--- src/rtl/bias_scheduler.sv ---
// bias_scheduler
//   Per-layer bias sequencer for the bias stage below the systolic array.
//   Bias scalars stream from the unified buffer into a shadow bank (column 0
//   first). A commit copies the shadow into the active bank. The commit waits
//   until the shadow is full and no layer is running. Valid rows are counted
//   per column so the active bias only changes between layers. The next
//   layer's biases may load while the current layer runs.
//
//   Optional feature macro: BIAS_SCHED_ERR_EN
//     defined   -> err_out is a sticky overrun flag (valid while idle or
//                  after a column already reached its target).
//     undefined -> err_out is tied low. Overrun valids are still not counted.
//
// Ports
//   clk, rst             clock; asynchronous active-high reset
//   ub_bias_valid_in     bias beat valid from unified buffer
//   ub_bias_data_in      16-bit signed bias beat
//   ub_bias_ready_out    shadow bank can accept a beat
//   commit_in            one-cycle commit request
//   layer_rows_in        rows per column for the layer, sampled with commit_in
//   col_valid_in         per-column systolic output valid
//   bias_scalar_out      active bias, column c at [16c+15:16c]
//   busy_out             a layer is active
//   layer_done_out       one-cycle pulse when all columns reached their target
//   err_out              sticky overrun flag
module bias_scheduler #(
  parameter int unsigned N_COLS = 2,
  parameter int unsigned ROW_W  = 8
) (
  input  logic                 clk,
  input  logic                 rst,
  input  logic                 ub_bias_valid_in,
  input  logic [15:0]          ub_bias_data_in,
  output logic                 ub_bias_ready_out,
  input  logic                 commit_in,
  input  logic [ROW_W-1:0]     layer_rows_in,
  input  logic [N_COLS-1:0]    col_valid_in,
  output logic [16*N_COLS-1:0] bias_scalar_out,
  output logic                 busy_out,
  output logic                 layer_done_out,
  output logic                 err_out
);

  localparam int unsigned IDX_W = (N_COLS > 1) ? $clog2(N_COLS) : 1;
  localparam logic [IDX_W-1:0] IDX_LAST = IDX_W'(N_COLS - 1);

  typedef enum logic [1:0] {LD_EMPTY, LD_FILLING, LD_FULL} loader_t;
  typedef enum logic {ACT_IDLE, ACT_RUN} active_t;

  loader_t              loader;
  active_t              active;
  logic [IDX_W-1:0]     idx;
  logic [15:0]          shadow [N_COLS];
  logic                 pend;
  logic [ROW_W-1:0]     rows_pend;
  logic [ROW_W-1:0]     target;
  logic [ROW_W-1:0]     cnt     [N_COLS];
  logic [ROW_W-1:0]     cnt_nxt [N_COLS];
  logic [16*N_COLS-1:0] bias_q;
  logic                 layer_done;
  logic                 beat;
  logic                 fire;
  logic                 all_hit;

  assign ub_bias_ready_out = (loader != LD_FULL);
  assign beat              = ub_bias_valid_in && ub_bias_ready_out;
  assign fire              = pend && (loader == LD_FULL) && (active == ACT_IDLE);

  assign bias_scalar_out = bias_q;
  assign busy_out        = (active == ACT_RUN);
  assign layer_done_out  = layer_done;

  // Completion is judged on the post-increment counts so that done and the
  // drop of busy appear the cycle right after the last counted valid.
  always_comb begin
    all_hit = 1'b1;
    for (int unsigned c = 0; c < N_COLS; c++) begin
      cnt_nxt[c] = cnt[c];
      if (col_valid_in[c] && (active == ACT_RUN) && (cnt[c] < target))
        cnt_nxt[c] = cnt[c] + ROW_W'(1);
      if (cnt_nxt[c] != target)
        all_hit = 1'b0;
    end
  end

  always_ff @(posedge clk or posedge rst) begin
    if (rst) begin
      loader     <= LD_EMPTY;
      active     <= ACT_IDLE;
      idx        <= '0;
      pend       <= 1'b0;
      rows_pend  <= '0;
      target     <= '0;
      bias_q     <= '0;
      layer_done <= 1'b0;
      for (int unsigned c = 0; c < N_COLS; c++) begin
        shadow[c] <= '0;
        cnt[c]    <= '0;
      end
    end else begin
      layer_done <= 1'b0;

      if (beat) begin
        shadow[idx] <= ub_bias_data_in;
        if (idx == IDX_LAST) begin
          idx    <= '0;
          loader <= LD_FULL;
        end else begin
          idx    <= idx + IDX_W'(1);
          loader <= LD_FILLING;
        end
      end

      // A fresh request always wins over the clear from a firing commit, so a
      // commit_in arriving on the firing edge is queued rather than lost.
      if (commit_in) begin
        pend      <= 1'b1;
        rows_pend <= layer_rows_in;
      end else if (fire) begin
        pend <= 1'b0;
      end

      // fire implies the loader is FULL, so no beat can collide with the
      // loader reset below.
      if (fire) begin
        loader <= LD_EMPTY;
        idx    <= '0;
        target <= rows_pend;
        for (int unsigned c = 0; c < N_COLS; c++) begin
          bias_q[16*c +: 16] <= shadow[c];
          cnt[c]             <= '0;
        end
        if (rows_pend == '0)
          layer_done <= 1'b1;
        else
          active <= ACT_RUN;
      end else if (active == ACT_RUN) begin
        for (int unsigned c = 0; c < N_COLS; c++)
          cnt[c] <= cnt_nxt[c];
        if (all_hit) begin
          active     <= ACT_IDLE;
          layer_done <= 1'b1;
        end
      end
    end
  end

`ifdef BIAS_SCHED_ERR_EN
  logic overrun;
  logic err_q;

  always_comb begin
    overrun = 1'b0;
    for (int unsigned c = 0; c < N_COLS; c++)
      if (col_valid_in[c] && !((active == ACT_RUN) && (cnt[c] < target)))
        overrun = 1'b1;
  end

  always_ff @(posedge clk or posedge rst) begin
    if (rst)
      err_q <= 1'b0;
    else if (overrun)
      err_q <= 1'b1;
  end

  assign err_out = err_q;
`else
  assign err_out = 1'b0;
`endif

endmodule

--- config.mk ---
export PLATFORM = sky130hd
export DESIGN_NAME = bias_scheduler
export DESIGN_NICKNAME = d
export VERILOG_FILES = /design/src/rtl/bias_scheduler.sv
export SDC_FILE = /design/constraint.sdc
export NUM_CORES = 1
export LEC_CHECK = 0
export ABC_CLOCK_PERIOD_IN_PS = 4630
export CORE_MARGIN = 2
export CORE_UTILIZATION = 55
export DETAILED_ROUTE_END_ITERATION = 12
export PLACE_DENSITY = 0.82
export SLEW_MARGIN = 20
export SYNTH_ARGS = -nofsm -noshare
export SYNTH_HDL_FRONTEND = slang
export SYNTH_SLANG_ARGS = --single-unit
--- constraint.sdc ---
create_clock -name clk -period 4.63 [get_ports clk]
set_clock_uncertainty 0.2 [all_clocks]
set_input_delay 0.926 -clock clk [delete_from_list [all_inputs] [get_ports clk]]
set_output_delay 0.926 -clock clk [all_outputs]
set_load 0.05 [all_outputs]
==> impl_metrics.env <==
export IMPL_seq_power_share_pct=38.6
export IMPL_grt_use_met3_pct=6.73
export IMPL_worstSetupStartpointType="flip-flop"
export IMPL_synth_top_area_share_pct=51.6
export IMPL_combPwrFrac_pct=46.5
export IMPL_hold_viol_final=0
export IMPL_rsz0062_at_grt="no"
export IMPL_final_cell_mix="dfrtp_1, mux2_2, clkdlybuf4s50_1"
export IMPL_max_slew_margin_pct=35.6
export IMPL_slowest_delay_ns=0.55
export IMPL_diodes=0
export IMPL_synth_area_leaders="dfrtp_1, mux2_2, ha_1"
export IMPL_status="finished clean"
export IMPL_layout_commonest_cell="dfrtp_1"
export IMPL_synth_avg_cell_area_um2=12.0
export IMPL_maxCapViolations=0
export IMPL_cp_end_kind="flip-flop"
export IMPL_worstMarginPinSlew_ns=0.966
export IMPL_hold_class="flip-flop to flip-flop"
export IMPL_synth_edff_count=0
export IMPL_cts_setup_buffers=0
export IMPL_ant_nets=0
export IMPL_multi_input_area_um2=2250
export IMPL_arrival_ns=3.73
export IMPL_fin_nets=515
export IMPL_post_place_ws_ns=0.867
export IMPL_grt_antenna_before_repair=0
export IMPL_yosys_warnings=0
export IMPL_slew_violations=0
export IMPL_crit_chain="inv_1 -> ha_1 -> and4_1 -> o21ai_0 -> o21ai_2 -> mux2i_1 -> a21oi_1 -> a211o_1 -> or4_1 -> and3_1"
export IMPL_clk_path_buf_depth=2
export IMPL_met1_usage_pct=29.7
export IMPL_fin_crit_sh_pct=79.0
export IMPL_syn2layout_area_growth_pct=19.6
export IMPL_met2_usage_pct=39.0
export IMPL_syn_nets=454
export IMPL_seq_area_um2=2530
export IMPL_clkPwrFrac_pct=15.0
export IMPL_clk_latency_ns=0.37
export IMPL_finalSetupViolCount=0
export IMPL_p_int_mw=2.29
export IMPL_dr_total_vias=3464
export IMPL_initial_core_util_pct=56.5
export IMPL_grt_overflow_total=0
export IMPL_cts_root_buf="clkbuf_8"
export IMPL_wl_per_cell_um=18.7
export IMPL_clkTransAtPathRegs_ns=0.12
export IMPL_drive_gt1_share_pct=22.2
export IMPL_die_y_um=98.4
export IMPL_grt_util_all_layers_pct=23.1
export IMPL_gp_congestion=0.904
export IMPL_drtIter0Drc=202
export IMPL_fin_crit_ns=3.66
export IMPL_fmax_ghz=0.274
export IMPL_yosysUniqueCellTypes=60
export IMPL_synthFlopType="dfrtp_1"
export IMPL_dpl_instance_area_um2=5640
export IMPL_die_w_um=98.4
export IMPL_cts_hold_buf=0
export IMPL_dr_pass1_iters=5
export IMPL_p_sw_share_pct=44.0
export IMPL_setup_tns_ns=0
export IMPL_grt_pass1_wl_um=18000
export IMPL_vias_per_cell=5.95
export IMPL_ir_drop_v=0.000437
export IMPL_io_buffer_count=64
export IMPL_yosysSeqAreaShare_pct=51.6
export IMPL_rows=34
export IMPL_design_core_area_um2=8680
export IMPL_cts_resized=0
export IMPL_cts_tree="built"
export IMPL_drt_wl_total_um=10900
export IMPL_post_place_cells=566
export IMPL_leakagePower_nw=2.50
export IMPL_async_reset_ff_share_pct=100
export IMPL_cts_sinks=101
export IMPL_grt_pass1_vias=3583
export IMPL_power_density_nw_per_um2=697
export IMPL_design_area_um2=5860
export IMPL_worstPathRequired_ns=4.70
export IMPL_fill_cells=649
export IMPL_path_class="flip-flop to flip-flop"
export IMPL_die_area_um2=9680
export IMPL_synth_seq_cells=101
export IMPL_yosys_area_top_type="dfrtp_1"
export IMPL_cts_buffers=9
export IMPL_cp_max_fo=11
export IMPL_min_path_cells=1
export IMPL_drc=0
export IMPL_syn_inst=408
export IMPL_fin_ws_ns=0.974
export IMPL_num_io_pins=66
export IMPL_grt_max_degree=80
export IMPL_htreeDepth=3
export IMPL_p_sw_mw=1.80
export IMPL_critPathSlowestCell="or4_1"
export IMPL_final_cells=582
export IMPL_syn_area_um2=4900
export IMPL_final_util_pct=67.5
export IMPL_dpl_hpwl_um=7660
export IMPL_r2r_cells=10
export IMPL_busiest_layer="met2"
-- power by group through the flow --
stage          clock (mW)  combinational [mW]  sequential [mW]
4_1_cts             0.618                1.89             1.57
2_1_floorplan           0                1.08             1.82
6_report            0.611                1.90             1.57
3_3_place_gp            0                1.84             1.56
3_5_place_dp            0                1.88             1.58
5_1_grt             0.653                2.04             1.62
-- final timing paths --
kind	startpoint	endpoint	slack, ns
worst max-delay path	target[4]$_DFFE_PP0P_	busy_out$_DFFE_PP0P_	0.97
worst min-delay path	shadow[5]$_DFFE_PP0P_	bias_scalar_out[21]$_DFFE_PP0P_	0.31
worst max register to register	target[4]$_DFFE_PP0P_	busy_out$_DFFE_PP0P_	0.97
worst min register to register	shadow[5]$_DFFE_PP0P_	bias_scalar_out[21]$_DFFE_PP0P_	0.31
max in group asynchronous	rst	shadow[5]$_DFFE_PP0P_	2.55
min in group asynchronous	rst	bias_scalar_out[28]$_DFFE_PP0P_	0.91
-- layer usage --
metal / vias to the layer above / part of all wire, %
met3: 19 / 7.7
met5: - / 0
li1: 1599 / -
met1: 1727 / 41
met2: 119 / 50
met4: 0 / 1.4
-- sequential cells by signal (all words and copies together) (netlist names) --
register,cells
busy_out,1
rows_pend,8
layer_done_out,1
shadow,32
pend,1
loader,2
bias_scalar_out,32
cnt,16
target,8
-- synthesized netlist by cell type, types with 2 or more instances --
library cell / n
and4_1: 4
buf_4: 2
mux2i_1: 3
o211a_1: 2
and3_1: 4
o22ai_1: 2
dfrtp_1: 101
mux2_2: 74
a21oi_1: 5
nor3_1: 5
xnor2_1: 11
nor2_1: 11
or3_1: 2
nand2_1: 34
a211oi_1: 2
nand3b_1: 3
nand3_1: 8
o21ai_0: 27
o211ai_1: 7
o21ai_1: 2
inv_1: 13
a211o_1: 2
nand2b_1: 4
a21o_1: 4
ha_1: 16
o21a_1: 2
buf_1: 2
nor2b_1: 2
nand4_1: 2
xor2_1: 9
nor4_1: 2
and2_1: 2
clkbuf_1: 12
-- cells by family after synthesis --
logic type / share of synthesized area, %
AO/OA/AOI/OAI: 11.0
AND/OR/NAND/NOR: 9.14
multiplexers: 17.6
adder cells (fa/ha/maj): 4.29
other: 0.0765
buffers and inverters: 2.71
flip-flops: 51.6
XOR/XNOR: 3.57
-- area by class of cell --
class | count | share of cell area (%)
tap | 108 | 2.31
inverter | 13 | 0.875
clock buffer | 9 | 2.11
clock inverter | 7 | 1.69
timing repair buffer | 68 | 11.4
sequential | 101 | 43.1
multi-input combinational | 276 | 38.5
-- per-stage QoR --
step / total power, mW / hold WS, ns
after global routing: 4.32 / 0.314
after global placement: 3.40 / 0.264
after CTS: 4.08 / 0.303
after detailed placement: 3.46 / 0.276
after floorplan: 2.91 / 0.250
final: 4.08 / 0.308
-- critical path: cells and delay by family, from the launching register on --
family                     cells  cell delay [ns]
and+or+nand+nor                3             0.96
adders and majority gates      1             0.30
buffers and inverters          1             0.16
DFF                            1             0.52
muxes                          1             0.41
AOI/OAI and AO/OA              4             1.01
(Power assumes the default switching activity.)
